$ cat src/rtl/ttable_autosym_probe_if.sv
// ttable_autosym_probe_if: handshake and probe bus between the autosymmetry probe and its driver.
interface ttable_autosym_probe_if #(parameter int N_IN = 8);
  logic            start;
  logic [N_IN-1:0] probe_x;
  logic            probe_y;
  logic            busy;
  logic            done;
  logic [N_IN:0]   sym_count;
  modport master (output start, probe_y, input probe_x, busy, done, sym_count);
  modport slave  (input start, probe_y, output probe_x, busy, done, sym_count);
endinterface

$ cat src/rtl/ttable_autosym_probe.sv
// ttable_autosym_probe: captures a truth table via probe_x/probe_y and counts |L_f|.
// Define AUTOSYM_EARLY_EXIT_EN to abandon an alpha on its first mismatch.
module ttable_autosym_probe #(parameter int N_IN = 8) (
  input logic clk,
  input logic rst_n,
  ttable_autosym_probe_if.slave bus
);
  localparam int DEPTH = 1 << N_IN;
`ifdef AUTOSYM_EARLY_EXIT_EN
  localparam bit EARLY = 1'b1;
`else
  localparam bit EARLY = 1'b0;
`endif
  typedef enum logic [1:0] {IDLE, CAPTURE, SCAN, DONE} state_t;
  state_t          r_state, w_next;
  logic [N_IN-1:0] r_probe_x, r_x, r_alpha;
  logic [N_IN:0]   r_count, r_sym;
  logic            r_busy, r_done, r_flag;
  logic [DEPTH-1:0] r_table;
  logic            w_mis, w_alpha_end, w_sym_ok;
  assign w_mis       = r_table[r_x] ^ r_table[r_x ^ r_alpha];
  assign w_alpha_end = (&r_x) | (EARLY & w_mis);
  assign w_sym_ok    = ~(r_flag | w_mis);
  assign bus.probe_x   = r_probe_x;
  assign bus.busy      = r_busy;
  assign bus.done      = r_done;
  assign bus.sym_count = r_sym;
  always_ff @(posedge clk or negedge rst_n)
    if (!rst_n) r_state <= IDLE;
    else        r_state <= w_next;
  always_comb begin
    w_next = r_state;
    case (r_state)
      IDLE:    w_next = bus.start ? CAPTURE : IDLE;
      CAPTURE: w_next = (&r_probe_x) ? SCAN : CAPTURE;
      SCAN:    w_next = (w_alpha_end && (&r_alpha)) ? DONE : SCAN;
      default: w_next = IDLE;
    endcase
  end
  // table contents are don't-care after reset, so no reset term here
  always_ff @(posedge clk)
    if (r_state == CAPTURE) r_table[r_probe_x] <= bus.probe_y;
  always_ff @(posedge clk or negedge rst_n) begin
    if (!rst_n) begin
      r_probe_x <= '0;
      r_x       <= '0;
      r_alpha   <= '0;
      r_flag    <= 1'b0;
      r_count   <= '0;
      r_sym     <= '0;
      r_busy    <= 1'b0;
      r_done    <= 1'b0;
    end else begin
      r_done <= 1'b0;
      case (r_state)
        IDLE: if (bus.start) begin
          r_busy    <= 1'b1;
          r_probe_x <= '0;
          r_count   <= (N_IN+1)'(1);
        end
        CAPTURE: begin
          r_probe_x <= r_probe_x + 1'b1;
          r_alpha   <= (N_IN)'(1);
          r_x       <= '0;
          r_flag    <= 1'b0;
        end
        SCAN: begin
          r_x     <= w_alpha_end ? '0 : r_x + 1'b1;
          r_flag  <= w_alpha_end ? 1'b0 : (r_flag | w_mis);
          r_alpha <= w_alpha_end ? r_alpha + 1'b1 : r_alpha;
          r_count <= (w_alpha_end && w_sym_ok) ? r_count + 1'b1 : r_count;
        end
        default: begin
          r_sym  <= r_count;
          r_done <= 1'b1;
          r_busy <= 1'b0;
        end
      endcase
    end
  end
endmodule

$ cat src/flat_wrapper.sv
// flat-port wrapper written by rule: the top's interface ports become plain ports
module ttable_autosym_probe_flat 
#(parameter int N_IN = 8)
  (clk, rst_n, bus_start, bus_probe_y, bus_probe_x, bus_busy, bus_done, bus_sym_count);
  ttable_autosym_probe_if #(.N_IN(N_IN)) bus_i ();
  input logic clk;
  input logic rst_n;
  input wire logic [$bits(bus_i.start)-1:0] bus_start;
  input wire logic [$bits(bus_i.probe_y)-1:0] bus_probe_y;
  output wire logic [$bits(bus_i.probe_x)-1:0] bus_probe_x;
  output wire logic [$bits(bus_i.busy)-1:0] bus_busy;
  output wire logic [$bits(bus_i.done)-1:0] bus_done;
  output wire logic [$bits(bus_i.sym_count)-1:0] bus_sym_count;
  assign bus_i.start = bus_start;
  assign bus_i.probe_y = bus_probe_y;
  assign bus_probe_x = bus_i.probe_x;
  assign bus_busy = bus_i.busy;
  assign bus_done = bus_i.done;
  assign bus_sym_count = bus_i.sym_count;
  ttable_autosym_probe #(.N_IN(N_IN)) u_core (.clk(clk), .rst_n(rst_n), .bus(bus_i));
endmodule
$ cat config.mk
export PLATFORM = sky130hd
export DESIGN_NAME = ttable_autosym_probe_flat
export DESIGN_NICKNAME = d
export VERILOG_FILES = /design/src/rtl/ttable_autosym_probe_if.sv /design/src/rtl/ttable_autosym_probe.sv /design/src/flat_wrapper.sv
export SDC_FILE = /design/constraint.sdc
export NUM_CORES = 1
export LEC_CHECK = 0
export BUFFER_PORTS_ARGS = -buffer_cell sky130_fd_sc_hd__buf_2
export CORE_ASPECT_RATIO = 1.25
export CORE_MARGIN = 2
export CORE_UTILIZATION = 40
export CTS_CLUSTER_DIAMETER = 60
export CTS_CLUSTER_SIZE = 10
export DETAILED_ROUTE_END_ITERATION = 6
export PLACE_DENSITY = 0.6
export SYNTH_ARGS = -nofsm -noshare
export SYNTH_HDL_FRONTEND = slang
export SYNTH_SLANG_ARGS = --single-unit
$ cat constraint.sdc
create_clock -name clk -period 4.5 [get_ports clk]
set_input_delay 0 -clock clk [delete_from_list [all_inputs] [get_ports clk]]
set_output_delay 0 -clock clk [all_outputs]
set_load 0.01 [all_outputs]
# [Word-level counts from Yosys, hierarchy flattened]
# Index checks and enable logic that the tools add are counted.
[totals] input_bits=4 wordCells=69 reg_bits=303 output_inout_bits=19
[op_classes] bitwise_logic=5 n_reduce_logical=16 n_addsub=4 order_cmp=4 mux=25 eq_ne=5
[op_table] cell="256-bit bitwise mux" count=1
[op_table] cell="8-bit case mux with 2 select lines" count=3
[op_table] cell="8-bit by 9-bit < comparator with 1-bit output (second input constant)" count=3
[op_table] cell="8-bit by 1-bit adder with 8-bit output (second input constant)" count=3
[op_table] cell="8-bit two-way mux" count=3
[op_table] cell="8-bit AND reduction" count=3
[op_table] cell="9-bit two-way mux" count=2
[op_table] cell="9-bit case mux with 2 select lines" count=1
[op_table] cell="1-bit binary-select mux with 8-bit select" count=2
[op_table] cell="9-bit by 1-bit adder with 9-bit output (second input constant)" count=1
[op_table] cell="1-bit demux with 8-bit select" count=1
[op_table] cell="8-bit by 1-bit >= comparator with 1-bit output (second input constant)" count=1
[op_table] cell="1-bit two-way mux" count=8
[op_table] cell="8-bit bitwise XOR" count=1
[op_table] cell="2-bit case mux with 3 select lines" count=1
[op_table] cell="2-bit AND reduction" count=3
[op_table] cell="2-bit nonzero test" count=3
[op_table] cell="2-bit by 1-bit inequality test with 1-bit output (second input constant)" count=2
[op_table] cell="1-bit case mux with 2 select lines" count=2
[op_table] cell="1-bit logical AND" count=3
[op_table] cell="3-bit AND reduction" count=1
[op_table] cell="3-bit OR reduction" count=1
[op_table] cell="2-bit by 1-bit equality test with 1-bit output (second input constant)" count=1
[op_table] cell="2-bit equality test (second input constant)" count=1
[op_table] cell="other kinds (7)" count=8

# [Longest topological paths before layout]
# Gate-level depths: netlist of run 1.
[logic_depth] ltp_word=9 ltp_mapped=15 ltp_nobuf=11

# [Least setup slack after synthesis of run 1]
# OpenSTA, ideal clock, no wires.
[synth_path] kind="register to register" start="register u_core.r_x[0]" end="register u_core.r_count[7]" required_time_ps=4374 arrival_time_ps=3210 synth_period_minus_slack_ps=3336 path_buffers=4 stages_incl_launch_ff=15 path_slack_ps=1164 setup_time_ps=126 cell_sequence="dfrtp_1 -> buf_6 -> xor2_2 -> buf_6 -> buf_6 -> mux4_2 -> o311ai_1 -> a211oi_1 -> a211oi_1 -> nand2_1 -> a32oi_2 -> xnor2_1 -> buf_6 -> a41oi_1 -> a221o_1"
[synth_between] elab_chain_cells=9 word_cells_on_any_way=12 classes_between="eq/ne (1); mux (4); bitwise (4); reduce/logical (3)"
[synth_rtl] item="from (decl)" line="ttable_autosym_probe.sv:16" rtl="logic [N_IN-1:0] r_probe_x, r_x, r_alpha;"
[synth_rtl] item="from (signal assigned)" line="ttable_autosym_probe.sv:68" rtl="r_x <= w_alpha_end ? '0 : r_x + 1'b1;"
[synth_rtl] item="8-bit bitwise XOR" line="ttable_autosym_probe.sv:21" rtl="assign w_mis = r_table[r_x] ^ r_table[r_x ^ r_alpha];"
[synth_rtl] item="1-bit binary-select mux with 8-bit select" line="ttable_autosym_probe.sv:21"
[synth_rtl] item="1-bit two-way mux (implied by the code)" line="ttable_autosym_probe.sv:21"
[synth_rtl] item="1-bit bitwise XOR" line="ttable_autosym_probe.sv:21"
[synth_rtl] item="1-bit bitwise OR" line="ttable_autosym_probe.sv:23" rtl="assign w_sym_ok = ~(r_flag | w_mis);"
[synth_rtl] item="1-bit inverter" line="ttable_autosym_probe.sv:23"
[synth_rtl] item="1-bit logical AND *" line="ttable_autosym_probe.sv:71" rtl="r_count <= (w_alpha_end && w_sym_ok) ? r_count + 1'b1 : r_count;"
[synth_rtl] item="2-bit by 1-bit inequality test with 1-bit output (no source line) *"
[synth_rtl] item="3-bit AND reduction (no source line) *"
[synth_rtl] item="to (signal assigned)" line="ttable_autosym_probe.sv:59" rtl="r_count <= (N_IN+1)'(1);"
[synth_rtl] item="to (signal assigned)" line="ttable_autosym_probe.sv:71"
[synth_rtl] item="to (decl)" line="ttable_autosym_probe.sv:17" rtl="logic [N_IN:0] r_count, r_sym;"
# Every way passes the cells marked *; elsewhere a longest branch is shown, timed or not. The select of a mux whose other input is x is not followed.
# A chain may end at the register's enable or synchronous reset.

# [Final worst setup path of run 1]
[layout_path] start="register u_core.r_x[3]" end="register u_core.r_count[7]"
# The elaborated chain is that of the path after synthesis.

==> flow_metrics.env, run 1 <==
export IMPL_ant_nets=0
export IMPL_critPathBufInv=1
export IMPL_slowest_stage="xnor2_1"
export IMPL_start_util=0.4056
export IMPL_diodes=0
export IMPL_antenna_found_initial=0
export IMPL_r2r_cells=10
export IMPL_period_needed_ps=4283
export IMPL_synth_seq_cells=303
export IMPL_peakVddDrop_v=0.0002443
export IMPL_cts_buffers=36
export IMPL_cap_viol_max_count=0
export IMPL_grt_pass1_vias=10385
export IMPL_path_cells="xnor2_1, nor2_1, a221oi_1, o31ai_1, buf_4, a21oi_1, a32oi_2, xnor2_1, a41oi_1, a221o_1"
export IMPL_hp_class="input port to flop"
export IMPL_fillers=3511
export IMPL_syn_inst=1193
export IMPL_r2r_setup_slack_ps=220
export IMPL_port_buffers=22
export IMPL_grt_max_degree=152
export IMPL_synth_edf_count=256
export IMPL_finalNetCount=1227
export IMPL_worstHoldEndpoint="u_core.r_table[232]$_DFFE_PP_"
export IMPL_rsz0062_at_grt="false"
export IMPL_synthArstFlopShare=0.1551
export IMPL_power_density_mw_per_mm2=320.8
export IMPL_required_ps=4910
export IMPL_fp_dieArea_mm2=0.04139
export IMPL_clock_latency_ps=540
export IMPL_slew_headroom=0.2243
export IMPL_mostFrequentLayoutCells="301 x nor2_1, 256 x edfxtp_1, 126 x mux4_2"
export IMPL_drv_slew=0
export IMPL_cp_end_kind="flop"
export IMPL_placed_cells_incl_taps=1669
export IMPL_final_area_mm2=0.01770
export IMPL_synth_main_ff_cell="edfxtp_1"
export IMPL_max_freq_mhz=233.5
export IMPL_holdCritStartpoint="bus_probe_y"
export IMPL_drive_above_1_share=0.2180
export IMPL_crit_path_frequent_cell="xnor2_1"
export IMPL_synth_seq_area_share=0.5571
export IMPL_cts_sinks=303
export IMPL_hold_viol_final=0
export IMPL_htree_levels=2
export IMPL_routed_wl_um=44230
export IMPL_dr_total_vias=10412
export IMPL_track_usage=0.2174
export IMPL_ys_types=64
export IMPL_r2r_end="u_core.r_count[7]$_DFFE_PN0P_"
export IMPL_synth_nets=1208
export IMPL_critPathMaxFanout=14
export IMPL_hold_path_cell_count=1
export IMPL_cts_root_buf="clkbuf_16"
export IMPL_critPathKind="flop to flop"
export IMPL_tightest_slew_ps=1155
export IMPL_max_clock_path_buffers=3
export IMPL_row_count=81
export IMPL_layout_area_overhead_vs_synth_pct=11.29
export IMPL_reg2reg_from="u_core.r_x[3]$_DFFE_PN0N_"
export IMPL_clk_pin_slew_ps=60
export IMPL_grt_pass1_wl_um=66160
export IMPL_dpl_hpwl_um=27320
export IMPL_status="finished clean"
export IMPL_cts_tree="built"
export IMPL_vias_per_cell=6.043
export IMPL_power_leakage_uw=0.005600
export IMPL_max_stage_delay_ps=960
export IMPL_cp_arrival_ps=4700
export IMPL_grt_overflow=0
export IMPL_drt_pass1_iterations=7
export IMPL_dieHeight_um=227.0
export IMPL_cts_setup_buffers=0
export IMPL_fin_crit_sh=0.9517
export IMPL_start_kind="flop"
export IMPL_core_area_mm2=0.03922
export IMPL_synth_warnings=0
export IMPL_final_cells=1723
export IMPL_die_w_um=182.4
export IMPL_gp_congestion=0.8837
export IMPL_final_common_cell="nor2_1"
export IMPL_setup_viol=0
export IMPL_synth_area_mm2=0.01591
export IMPL_drc_errors=0
export IMPL_drt_iter0_drc=1034
export IMPL_fin_skew_ps=21.48
export IMPL_wl_per_cell_um=25.67
export IMPL_dpl_cell_area_mm2=0.01668
export IMPL_final_setup_tns_ps=0
export IMPL_crit_family="XOR/XNOR gates"
export IMPL_io_pins=23
export IMPL_avgSynthCellArea_um2=13.34
-- logic make-up (layout without fill, tap and decap cells) --
family / count (synthesis) / after routing / synth area share
adder cells (fa/ha/maj): 11 / 11 / 0.008651
multiplexers: 184 / 184 / 0.2190
buffers and inverters: 107 / 139 / 0.03405
flip-flops: 303 / 303 / 0.5571
XOR/XNOR: 29 / 29 / 0.01691
AO/OA/AOI/OAI: 86 / 86 / 0.04011
AND/OR/NAND/NOR: 473 / 473 / 0.1241
-- per-stage QoR --
stage	setup WS [ps]	hold slack (ps)	util	power [uW]
finish	217.2	63.00	0.4514	5679
global route	66.16	137.4	0.4514	5836
CTS	279.1	106.7	0.4514	5728
detailed placement	309.9	-167.8	0.4253	3148
global placement	350.4	-171.5	0.4253	3148
floorplan	1164	-295.6	-	3105
-- per-layer routing --
metal	global-route usage	vias up	share of wire
li1	-	4532	-
met1	0.2745	5318	0.39
met2	0.3676	452	0.49
met3	0.04223	110	0.082
met4	0.09469	0	0.042
met5	0	-	0
-- synthesized netlist by cell type (all sizes together), types with 3 or more instances --
master / number / share of area
mux4: 129 / 0.18
buf: 39 / 0.018
a32oi: 3 / 0.0021
a211oi: 4 / 0.0019
a211o: 3 / 0.0017
nor4: 3 / 0.0012
nand3: 40 / 0.013
nor2b: 9 / 0.0035
o21ai: 18 / 0.0057
o31ai: 3 / 0.0014
edfxtp: 256 / 0.48
a41oi: 3 / 0.0017
clkbuf: 55 / 0.013
a221oi: 6 / 0.0033
dfrtp: 47 / 0.074
xor2: 17 / 0.010
and2: 4 / 0.0016
ha: 11 / 0.0087
nand2: 70 / 0.017
inv: 12 / 0.0028
a21oi: 10 / 0.0031
nand4: 12 / 0.0047
xnor2: 12 / 0.0066
nor3: 15 / 0.0047
nor2: 301 / 0.071
nand2b: 5 / 0.0020
a221o: 3 / 0.0019
mux2: 14 / 0.0099
mux2i: 41 / 0.026
a31o: 3 / 0.0017
a22oi: 5 / 0.0024
and3: 8 / 0.0031
-- what timing repair did --
item | CTS | global route
gates resized for setup | 0 | 0
hold endpoints to repair | 57 | 0
hold buffers | 3 | 0
-- worst reg2reg max path: stages (launching register included) --
cell      delay, ps
dfrtp_1         590
xnor2_1         660
nor2_1          210
a221oi_1        470
o31ai_1         150
buf_4           170
a21oi_1         230
a32oi_2         150
xnor2_1         970
a41oi_1         250
a221o_1         310
-- cell type report --
class                   instances  area, um^2  share of cell area
flip-flops and latches        303        8872              0.5011
clock inverters                 3       26.28            0.001484
well taps                     498       623.1             0.03519
clock buffers                  48       967.2             0.05463
inverters                      13       48.80            0.002756
repair buffers                 75       609.3             0.03442
multi-input cells             783        6558              0.3704
-- power breakdown --
part | internal, uW | leakage (uW) | switching [uW]
combinational | 4.99 | 0.00222 | 39.7
sequential | 3050 | 0.00290 | 0.212
clock | 1490 | 0.000482 | 1100
total | 4540 | 0.00560 | 1140
-- worst max path at each step --
stage	slack (ps)	cells after the start	endpoint	start
4_1_cts	280	12	u_core.r_count[7]$_DFFE_PN0P_	u_core.r_x[1]$_DFFE_PN0N_
6_report	220	10	u_core.r_count[7]$_DFFE_PN0P_	u_core.r_x[3]$_DFFE_PN0N_
3_3_place_gp	350	10	u_core.r_count[7]$_DFFE_PN0P_	u_core.r_x[3]$_DFFE_PN0N_
5_1_grt	70	12	u_core.r_count[7]$_DFFE_PN0P_	u_core.r_alpha[0]$_DFFE_PN0P_
2_1_floorplan	1160	14	u_core.r_count[7]$_DFFE_PN0P_	u_core.r_x[0]$_DFFE_PN0N_
3_5_place_dp	310	12	u_core.r_count[7]$_DFFE_PN0P_	u_core.r_x[1]$_DFFE_PN0N_
-- registers in the layout, indices dropped and copies added (netlist names) --
register / cells
u_core.bus.done: 1
u_core.bus.busy: 1
u_core.r_table: 256
u_core.bus.sym_count: 9
u_core.bus.probe_x: 8
u_core.r_alpha: 8
u_core.r_flag: 1
u_core.r_count: 9
u_core.r_state: 2
u_core.r_x: 8
Note: power is estimated with default switching activity, not from simulation.
==> run 2, diff against run 1 <==
CORE_MARGIN = 10   (was 2)
PLACE_DENSITY = 0.62   (was 0.6)
clock period = 3.68 ns   (was 4.5 ns; I/O delays follow)
==> flow_metrics.env, run 2 (synthesis results as in run 1) <==
export IMPL_row_count=81
export IMPL_clock_latency_ps=530
export IMPL_multi_input_area_mm2=0.006634
export IMPL_grt_overflow=0
export IMPL_grt_pass1_wl_um=67160
export IMPL_fin_crit_sh=0.9813
export IMPL_drc_errors=0
export IMPL_core_area_mm2=0.03922
export IMPL_finalNetCount=1269
export IMPL_start_util=0.4056
export IMPL_hp_class="input port to flop"
export IMPL_cp_arrival_ps=4020
export IMPL_io_pins=23
export IMPL_mostFrequentLayoutCells="301 x nor2_1, 256 x edfxtp_1, 126 x mux4_2"
export IMPL_start_kind="flop"
export IMPL_final_cells=1765
export IMPL_drive_above_1_share=0.2510
export IMPL_fp_dieArea_mm2=0.04820
export IMPL_drt_iter0_drc=1175
export IMPL_dpl_hpwl_um=27800
export IMPL_peakVddDrop_v=0.0002819
export IMPL_htree_levels=2
export IMPL_cts_sinks=303
export IMPL_die_w_um=198.4
export IMPL_antenna_found_initial=0
export IMPL_rsz0062_at_grt="true"
export IMPL_setup_viol=0
export IMPL_final_common_cell="nor2_1"
export IMPL_cap_viol_max_count=0
export IMPL_ant_nets=0
export IMPL_wl_per_cell_um=25.52
export IMPL_placed_cells_incl_taps=1690
export IMPL_routed_wl_um=45050
export IMPL_dr_total_vias=10793
export IMPL_hold_viol_final=0
export IMPL_max_clock_path_buffers=3
export IMPL_power_density_mw_per_mm2=381.4
export IMPL_grt_pass1_vias=10661
export IMPL_fin_skew_ps=17.97
export IMPL_max_freq_mhz=276.9
export IMPL_vias_per_cell=6.115
export IMPL_critPathMaxFanout=4
export IMPL_critPathKind="flop to flop"
export IMPL_grt_max_degree=124
export IMPL_clk_pin_slew_ps=60
export IMPL_track_usage=0.1840
export IMPL_cts_root_buf="clkbuf_16"
export IMPL_diodes=0
export IMPL_finish_utilization=0.4642
export IMPL_drt_pass1_iterations=6
export IMPL_cts_tree="built"
export IMPL_gp_congestion=0.9030
export IMPL_power_leakage_uw=0.005873
export IMPL_dieHeight_um=243.0
export IMPL_regMostFlops="u_core.r_table"
export IMPL_drv_slew=0
export IMPL_port_buffers=22
export IMPL_period_needed_ps=3611
export IMPL_cts_buffers=36
export IMPL_slew_headroom=0.2257
export IMPL_layout_area_overhead_vs_synth_pct=14.44
export IMPL_largest_reg_flops=256
export IMPL_tightest_slew_ps=1154
export IMPL_regArea_mm2=0.008870
export IMPL_fillers=3444
export IMPL_cp_end_kind="flop"
export IMPL_required_ps=4090
export IMPL_status="finished clean"
## run 2: changes by cell type in the layout (fill, tap and decap cells not counted), sizes merged
cell	change
clkbuf	+3
inv	-2
buf	+41
clkinv	+1
dlygate4sd3	-1
## run 2: worst max-delay path: stages (launching register included)
cell      delay [ps]
dfrtp_4          540
xor2_4           260
buf_12           150
buf_12           110
buf_4            130
mux4_2           530
a211oi_1         250
a22oi_1          130
a22o_1           310
a32oi_2          210
buf_6            180
xnor2_4           90
buf_6            130
and4_1           180
a221o_1          280
## run 2: per-layer routing
layer | track usage | vias to the layer above | share of wire
met3 | 0.03253 | 121 | 0.072
met4 | 0.09196 | 0 | 0.050
li1 | - | 4613 | -
met5 | 0 | - | 0
met1 | 0.2267 | 5577 | 0.38
met2 | 0.3043 | 482 | 0.50
## run 2: worst paths after layout
path / from / endpoint / slack (ps) / cells past startpoint
max in group asynchronous: rst_n / u_core.r_x[0]$_DFFE_PN0N_ / 2740 / 2
setup reg to reg: u_core.r_x[0]$_DFFE_PN0N_ / u_core.r_count[6]$_DFFE_PN0P_ / 70 / 14
hold reg to reg: u_core.bus.sym_count[7]$_DFFE_PN0P_ / u_core.bus.sym_count[7]$_DFFE_PN0P_ / 500 / 1
hold / removal: bus_probe_y / u_core.r_table[130]$_DFFE_PP_ / 40 / 1
min in group asynchronous: rst_n / u_core.bus.sym_count[7]$_DFFE_PN0P_ / 200 / 2
setup / recovery: u_core.r_x[0]$_DFFE_PN0N_ / u_core.r_count[6]$_DFFE_PN0P_ / 70 / 14
## run 2: what timing repair did
item,in CTS,in global routing
endpoints found under the hold margin,57,0
hold buffers,2,0
cloned,0,3
buffers inserted,3,16
gates resized for setup,4,20
pin swaps,2,6
endpoints found under the setup margin,9,9
## run 2: cell type report
class	instances	share of cell area
Clock buffer	49	0.05388
Clock inverter	2	0.0004811
Inverter	13	0.002680
Multi-Input combinational cell	783	0.3644
Sequential cell	303	0.4872
Tap cell	498	0.03422
Timing Repair Buffer	117	0.05718
## run 2: report_power, final
part / internal [uW] / switching, uW / total [uW] / leakage, uW
Sequential: 3730 / 0.424 / 3730 / 0.00290
Combinational: 6.19 / 47.2 / 53.4 / 0.00249
Clock: 1830 / 1330 / 3160 / 0.000482
Total: 5570 / 1380 / 6940 / 0.00587
## run 2: per-stage QoR
step / power [uW] / setup WS [ps] / hold WS [ps] / cell area, um^2 / setup TNS [ps]
CTS: 6997 / 48.55 / 59.89 / 17890 / 0
detailed placement: 3850 / -176.7 / 250.2 / 16840 / -1124
floorplan: 3797 / 344.4 / -295.6 / 15910 / 0
global placement: 3848 / -158.2 / 249.1 / 16840 / -851.3
finish: 6943 / 68.96 / 35.04 / 18210 / 0
global route: 7128 / -60.61 / 102.1 / 18210 / -210.6
